<file path="config.mk">
export PLATFORM = sky130hd
export DESIGN_NAME = timer_dev
export DESIGN_NICKNAME = d
export VERILOG_FILES = /design/src/rtl/timer_dev_pkg.sv /design/src/rtl/timer_dev.sv
export SDC_FILE = /design/constraint.sdc
export NUM_CORES = 1
export LEC_CHECK = 0
export ABC_AREA = 1
export BUFFER_PORTS_ARGS = -buffer_cell sky130_fd_sc_hd__buf_2
export CAP_MARGIN = 5
export CORE_ASPECT_RATIO = 0.9
export CORE_MARGIN = 2
export CORE_UTILIZATION = 50
export CTS_BUF_LIST = sky130_fd_sc_hd__clkbuf_16
export DETAILED_ROUTE_END_ITERATION = 12
export GPL_TIMING_DRIVEN = 0
export PLACE_DENSITY = 0.74
export SLEW_MARGIN = 40
export SYNTH_ARGS = -nofsm -noshare
export SYNTH_HDL_FRONTEND = slang
export SYNTH_SLANG_ARGS = --single-unit
export TNS_END_PERCENT = 5
</file>
<file path="constraint.sdc">
create_clock -name clk -period 2.8 [get_ports clk]
set_input_delay 0.56 -clock clk [delete_from_list [all_inputs] [get_ports clk]]
set_output_delay 0.56 -clock clk [all_outputs]
set_load 0.01 [all_outputs]
</file>
<file path="src/rtl/timer_dev_pkg.sv">
// timer_dev_pkg: register map, CTRL fields, modes and FSM states for timer_dev
package timer_dev_pkg;
    localparam logic [1:0] OFF_CTRL   = 2'd0;
    localparam logic [1:0] OFF_PRESET = 2'd1;
    localparam logic [1:0] OFF_COUNT  = 2'd2;
    localparam int CTRL_EN      = 0;
    localparam int CTRL_MODE_LO = 1;
    localparam int CTRL_MODE_HI = 2;
    localparam int CTRL_IM      = 3;
    localparam logic [1:0] MODE_ONESHOT = 2'd0;
    localparam logic [1:0] MODE_RELOAD  = 2'd1;
    typedef enum logic [1:0] {IDLE, LOAD, CNT, INT} state_t;
endpackage

</file>
<file path="src/rtl/timer_dev.sv">
// timer_dev: memory-mapped countdown timer with one-shot and auto-reload modes
module timer_dev
    import timer_dev_pkg::*;
#(
    parameter logic [31:0] BASE = 32'h0000_7F00
) (
    input  logic        clk,
    input  logic        reset,
    input  logic [31:0] PrAddr,
    input  logic [31:0] PrWD,
    input  logic        PrWe,
    output logic [31:0] PrRD,
    output logic        IRQ
);
    logic [3:0]  ctrl;
    logic [31:0] preset;
    logic [31:0] count;
    logic [31:0] count_n;
    logic        irq_flag;
    logic        flag_set;
    logic        flag_clr;
    logic        en_clr;
    state_t      state;
    state_t      state_n;
    logic        hit;
    logic [1:0]  off;
    logic        we_ctrl;
    logic        we_preset;
    logic        unused_addr;
    assign unused_addr = ^PrAddr[1:0];
    assign hit       = PrAddr[31:4] == BASE[31:4];
    assign off       = PrAddr[3:2];
    assign we_ctrl   = PrWe & hit & (off == OFF_CTRL);
    assign we_preset = PrWe & hit & (off == OFF_PRESET);
    assign IRQ       = ctrl[CTRL_IM] & irq_flag;
    // Read mux: unmapped offset and misses return zero
    always_comb begin
        PrRD = !hit                 ? 32'd0 :
               off == OFF_CTRL      ? {28'd0, ctrl} :
               off == OFF_PRESET    ? preset :
               off == OFF_COUNT     ? count : 32'd0;
    end
    // FSM next state; MODE values other than reload behave as one-shot
    always_comb begin
        state_n  = state;
        count_n  = count;
        flag_set = 1'b0;
        flag_clr = 1'b0;
        en_clr   = 1'b0;
        case (state)
            IDLE: state_n = ctrl[CTRL_EN] ? LOAD : IDLE;
            LOAD: begin
                count_n = preset;
                state_n = CNT;
            end
            CNT: begin
                if (!ctrl[CTRL_EN]) begin
                    state_n = IDLE;
                end else if (count > 32'd1) begin
                    count_n = count - 32'd1;
                end else begin
                    count_n  = 32'd0;
                    flag_set = 1'b1;
                    state_n  = INT;
                end
            end
            INT: begin
                state_n  = IDLE;
                flag_clr = ctrl[CTRL_MODE_HI:CTRL_MODE_LO] == MODE_RELOAD;
                en_clr   = ctrl[CTRL_MODE_HI:CTRL_MODE_LO] != MODE_RELOAD;
            end
        endcase
    end
    // State and counter registers
    always_ff @(posedge clk or posedge reset) begin
        if (reset) begin
            state <= IDLE;
            count <= 32'd0;
        end else begin
            state <= state_n;
            count <= count_n;
        end
    end
    // Software registers; a CTRL write overrides the FSM clearing EN
    always_ff @(posedge clk or posedge reset) begin
        if (reset) begin
            ctrl   <= 4'd0;
            preset <= 32'd0;
        end else begin
            if (we_ctrl) ctrl <= PrWD[3:0];
            else if (en_clr) ctrl[CTRL_EN] <= 1'b0;
            if (we_preset) preset <= PrWD;
        end
    end
    // Expiry flag; setting beats a clearing write so no expiry is lost
    always_ff @(posedge clk or posedge reset) begin
        if (reset) irq_flag <= 1'b0;
        else if (flag_set) irq_flag <= 1'b1;
        else if (we_ctrl | we_preset | flag_clr) irq_flag <= 1'b0;
    end
endmodule

</file>
==> metrics.txt, run 1 <==
status completed; register area share after synthesis 38.51%; PnR Total Power 2116 µW; CP endpoint kind primary output; clock tree buffer depth 2; die height 95.13 µm; pwr/cell area 383.3 nW/µm²; Buf+Inv Stages, Crit Path 4; family with the most delay on the worst path buffers and inverters; Layout fillers 882; DP Worst Slack 192.0 ps; starting density of the core 51.02%; asr flop ratio synth 100.0%; Synth top cells by count 175 x nand2_1, 106 x nor2_1, 73 x inv_1; Congestion Overflow GR 0; Ports 100; number of cells produced by synthesis 677; Synth Area per Inst 6.814 µm²; Seq. cell area 1777 µm²; Mapped Nets 746; CTS root buf clkbuf_16; core area 9042 µm²; Area Overhead vs Synth 19.64%; clk_skew 5.299 ps; Distinct cells, synth 33; Startpoint Class input port; Yosys top cell by area dfrtp_1; worst-path maximum fanout 10; die area 10010 µm²; CP Class input port to primary output; Synth area leaders dfrtp_1 39%, nand2_1 14%, nor2_1 8.6%; Hold Path Class input port to asynchronous set/reset pin; total of max-cap violations 0; Routed WL 13.00 mm; diode count 0; Yosys warnings 0; Post-DP HPWL 9.724 mm; # DRC 0; Final Critical Period 2636 ps; pin count of the biggest net entering global routing 38; hold_buf cts 0; Highest Clock Rate 0.3794 GHz; first-pass GRT wire length 21.73 mm; top-count cell post-synth nand2_1; Worst-Margin Slew 569.7 ps; worst endpoint required time 2240 ps; arrival time worst endpoint 2080 ps; routability cong. 1.012; Cell Area, Synth 4613 µm²; clk sink count 71; IO Port Bufs 97; setup TNS 0 ps; Clk Latency, worst-skew pair 330 ps; CTS H-tree lvls 3; non-filler cells, final 910; drt initial violations 305; Most used DFF post-synth dfrtp_1; layout cell share with drive strength beyond 1 21.07%; clk slew on worst S/H paths 50 ps; fin crit share 94.13%; Slew headroom 62.02%; row cnt 33; vias per cell 5.344; PnR worst setup slack 164.4 ps; routed via count 4863; Yosys reg bits 71; ANT nets after route 0; slowest CP cell clkbuf_1; Die X 105.3 µm; Placed Cells 897; post-CTS sizing 0; critical path's largest stage delay 270 ps; number of flops mapped to enable cells by yosys 0; Core Util, Final 61.04%; worst vdd ir 0.0002333 V; endpoints failing setup 0; antenna violations before repair 0; RSZ-0062 raised after global routing no; Pre-Repair DR Iteration Count 5; critical path cell sequence buf_2, nor2_1, nand2_1, nor2_1, nand2_1, nor2_4, inv_1, clkbuf_1, a21oi_1, buf_2; Total GRT Usage 27.22%; share of the synthesized area in the top cell type 38.51%; leak pwr 0.002734 µW; max-slew violations 0; TritonCTS Buffers 9; area of the multi-input gates 2420 µm²; number of global-route vias before repair 4626; WL per Instance 14.29 µm; layout net count 855; final hold viol count 0; CTS tree yes; Post-CTS Setup Bufs 0
==> through the flow <==
step / area [µm²] / hold slack (ps)
2_1_floorplan: 4613 / 453.0
3_3_place_gp: 5251 / 479.3
3_5_place_dp: 5276 / 483.8
4_1_cts: 5519 / 220.7
5_1_grt: 5519 / 229.7
6_report: 5519 / 205.5
==> worst register-to-register path, cell delays in order (launching register included) <==
cell	delay, ps
dfrtp_1	410
inv_1	120
ha_1	370
nand2_4	110
nor2_4	190
nand2_4	100
nand2_4	100
a21oi_4	70
buf_6	170
nand2_2	60
nand2_1	40
nand2_1	50
nand2_1	50
==> power breakdown <==
| part | switching (µW) | internal, µW |
|---|---|---|
| clock | 408 | 574 |
| combinational | 63.3 | 43.3 |
| sequential | 0.000580 | 1030 |
==> flip-flops by register name (all words and copies together) (netlist names) <==
signal and flops:
count 32, ctrl 4, irq_flag 1, preset 32
state 2
==> final cells by class <==
type	instances	share of cell area, %
buffer	27	2.516
multi-input combinational	505	43.84
clock buffer	9	4.081
sequential	71	32.19
clock inverter	4	0.3174
tap	122	2.766
timing repair buffer	98	9.159
inverter	74	5.124
==> final timing paths <==
kind,startpoint,endpoint,slack [ps],cells past startpoint
min reg2reg,ctrl[2]$_DFFE_PP0P_,ctrl[2]$_DFFE_PP0P_,490,2
min in group clk,PrWD[7],preset[7]$_DFFE_PP0P_,460,3
max reg2reg,count[0]$_DFFE_PP0P_,count[14]$_DFFE_PP0P_,860,12
max,PrAddr[25],PrRD[14],160,10
min,reset,preset[30]$_DFFE_PP0P_,210,2
max in group asynchronous,reset,preset[16]$_DFFE_PP0P_,2090,3
==> per-layer routing <==
| metal | vias to the layer above | track usage, % | part of all wire, % |
|---|---|---|---|
| li1 | 2368 | - | - |
| met1 | 2282 | 34.94 | 44 |
| met2 | 180 | 45.59 | 47 |
| met3 | 33 | 5.673 | 6.2 |
| met4 | 0 | 10.33 | 2.1 |
| met5 | - | 0 | 0 |
==> kinds of logic (layout without fill, tap and decap cells) <==
kind of cell    Yosys count  count (layout)  synth area share, %
compound gates          138             138                16.76
xor+xnor                  9               9                1.709
fa+ha+maj                 2               2               0.5424
buf+inv                 101             212                9.032
flops                    71              71                38.51
simple gates            356             356                33.44
==> cell usage in the layout (no fill, tap or decap), types with 3 or more instances in the layout <==
| master | count |
|---|---|
| o21ai_0 | 37 |
| xnor2_1 | 3 |
| nor2_2 | 6 |
| inv_1 | 73 |
| nand4_1 | 9 |
| nand2_1 | 175 |
| buf_6 | 3 |
| nor2_4 | 5 |
| dfrtp_1 | 71 |
| nand2_2 | 6 |
| nand3_2 | 6 |
| a221oi_1 | 4 |
| xor2_1 | 6 |
| nor2_1 | 106 |
| nand3_1 | 29 |
| clkbuf_1 | 14 |
| buf_2 | 106 |
| clkbuf_16 | 9 |
| a21oi_2 | 9 |
| nor3_1 | 6 |
| nand2_4 | 3 |
| o21ai_2 | 4 |
| a21oi_1 | 48 |
| o21ai_1 | 32 |
Power figures use the tool's default switching activity.
==> inputs of run 2 (changes only) <==
CTS_BUF_LIST = unset   (was sky130_fd_sc_hd__clkbuf_16)
TNS_END_PERCENT = 10   (was 5)
==> metrics.txt, run 2 (synthesis gave the netlist of run 1 again) <==
Congestion Overflow GR 0; clk_skew 10.84 ps; clk sink count 71; RSZ-0062 raised after global routing no; setup TNS 0 ps; Hold Path Class input port to asynchronous set/reset pin; final hold viol count 0; Slew headroom 62.72%; Total GRT Usage 27.10%; vias per cell 5.316; uppermost routed layer met4; Routed WL 12.98 mm; clock tree buffer depth 2; Final Critical Period 2665 ps; CTS root buf clkbuf_8; worst vdd ir 0.0003002 V; number of global-route vias before repair 4581; TritonCTS Buffers 9; drt initial violations 339; wire length on met2 6.051 mm; non-filler cells, final 910; Pre-Repair DR Iteration Count 5; first-pass GRT wire length 21.64 mm; clk slew on worst S/H paths 70 ps; critical path cell sequence buf_2, inv_1, nor2_1, clkbuf_1, nand2_1, a21oi_1, buf_2; endpoints failing setup 0; pin count of the biggest net entering global routing 38; Die X 105.3 µm; most used cell along the critical path buf_2; pwr/cell area 340.2 nW/µm²; critical path's largest stage delay 480 ps; Area Overhead vs Synth 17.66%; commonest cells after routing, fill and taps aside 175 x nand2_1, 106 x nor2_1, 106 x buf_2; Worst-Margin Slew 559.3 ps; arrival time worst endpoint 2100 ps; area of the multi-input gates 2420 µm²; core area 9042 µm²; worst-path maximum fanout 10; registers with the most flip-flops count: 32 flops, preset: 32 flops, ctrl: 4 flops; Layout fillers 913; die height 95.13 µm; Final Cell Area 5428 µm²; worst endpoint required time 2240 ps; CTS H-tree lvls 3; CP Class input port to primary output; WL per Instance 14.26 µm; Post-DP HPWL 9.724 mm; slowest CP cell clkbuf_1; layout cell share with drive strength beyond 1 21.19%; Post-CTS Setup Bufs 0; hold_buf cts 0; leak pwr 0.002689 µW; starting density of the core 51.02%; most common cell after layout, fill and taps aside nand2_1; fin crit share 95.16%; die area 10010 µm²; antenna violations before repair 0; Highest Clock Rate 0.3753 GHz; Clk Latency, worst-skew pair 370 ps; Seq. cell area 1777 µm²; CTS tree yes; Placed Cells 897; WL met3 869 µm; status completed; Startpoint Class input port; total of max-cap violations 0; routed via count 4838; row cnt 33; detailed-route wire length on metal 1 5.773 mm; CP endpoint kind primary output; placed inst area 5276 µm²; diode count 0; IO Port Bufs 97; # DRC 0; layout net count 855; routability cong. 1.012; post-CTS sizing 0; ANT nets after route 0; Ports 100; max-slew violations 0
run 2: changes by cell type in the layout (fill, tap and decap cells not counted):
| cell | before | now |
|---|---|---|
| clkbuf_1 | 14 | 15 |
| clkbuf_16 | 9 | 0 |
| clkinv_1 | 1 | 0 |
| inv_1 | 73 | 72 |
| clkbuf_8 | 0 | 10 |
run 2: area by class of cell:
| cell class | count | share of cell area (%) |
|---|---|---|
| multi-input cells | 505 | 44.58 |
| well taps | 122 | 2.812 |
| flip-flops and latches | 71 | 32.73 |
| clock inverters | 2 | 0.1844 |
| plain buffers | 27 | 2.559 |
| repair buffers | 98 | 9.313 |
| clock buffers | 11 | 2.605 |
| inverters | 74 | 5.210 |
run 2: worst paths after layout:
path | startpoint | to | slack (ps) | cells after the start
worst max-delay path | PrAddr[2] | PrRD[14] | 140 | 7
worst min-delay path | reset | state[1]$_DFFE_PP0P_ | 180 | 2
worst max register to register | count[0]$_DFFE_PP0P_ | count[14]$_DFFE_PP0P_ | 850 | 12
worst min register to register | ctrl[2]$_DFFE_PP0P_ | ctrl[2]$_DFFE_PP0P_ | 490 | 2
max in group asynchronous | reset | preset[16]$_DFFE_PP0P_ | 2120 | 3
min in group clk | PrWD[7] | preset[7]$_DFFE_PP0P_ | 420 | 3
run 2: through the flow:
stage / power (µW) / utilization (%) / hold WS [ps] / setup slack [ps]
after global routing: 1913 / 60.02 / 197.7 / 0.3393
after global placement: 1145 / 58.07 / 479.3 / -451.9
final: 1847 / 60.02 / 177.8 / 135.4
after CTS: 1854 / 60.02 / 185.3 / 188.2
after floorplan: 1088 / - / 453.0 / 443.4
after detailed placement: 1153 / 58.35 / 483.8 / 192.0
run 2: critical path: cells and delay by family:
family	cells	cell delay, ps
and+or+nand+nor	2	470
buffers and inverters	4	830
AOI/OAI and AO/OA	1	230
run 2: power breakdown:
part	total, µW	switching (µW)	internal (µW)
registers	1020	0.000581	1020
logic	107	63.8	43.3
clock network	715	386	328
run 2: per-layer routing:
metal,track usage (%),vias up
li1,-,2376
met1,35.07,2247
met2,45.00,186
met3,5.263,29
met4,11.00,0
met5,0,-
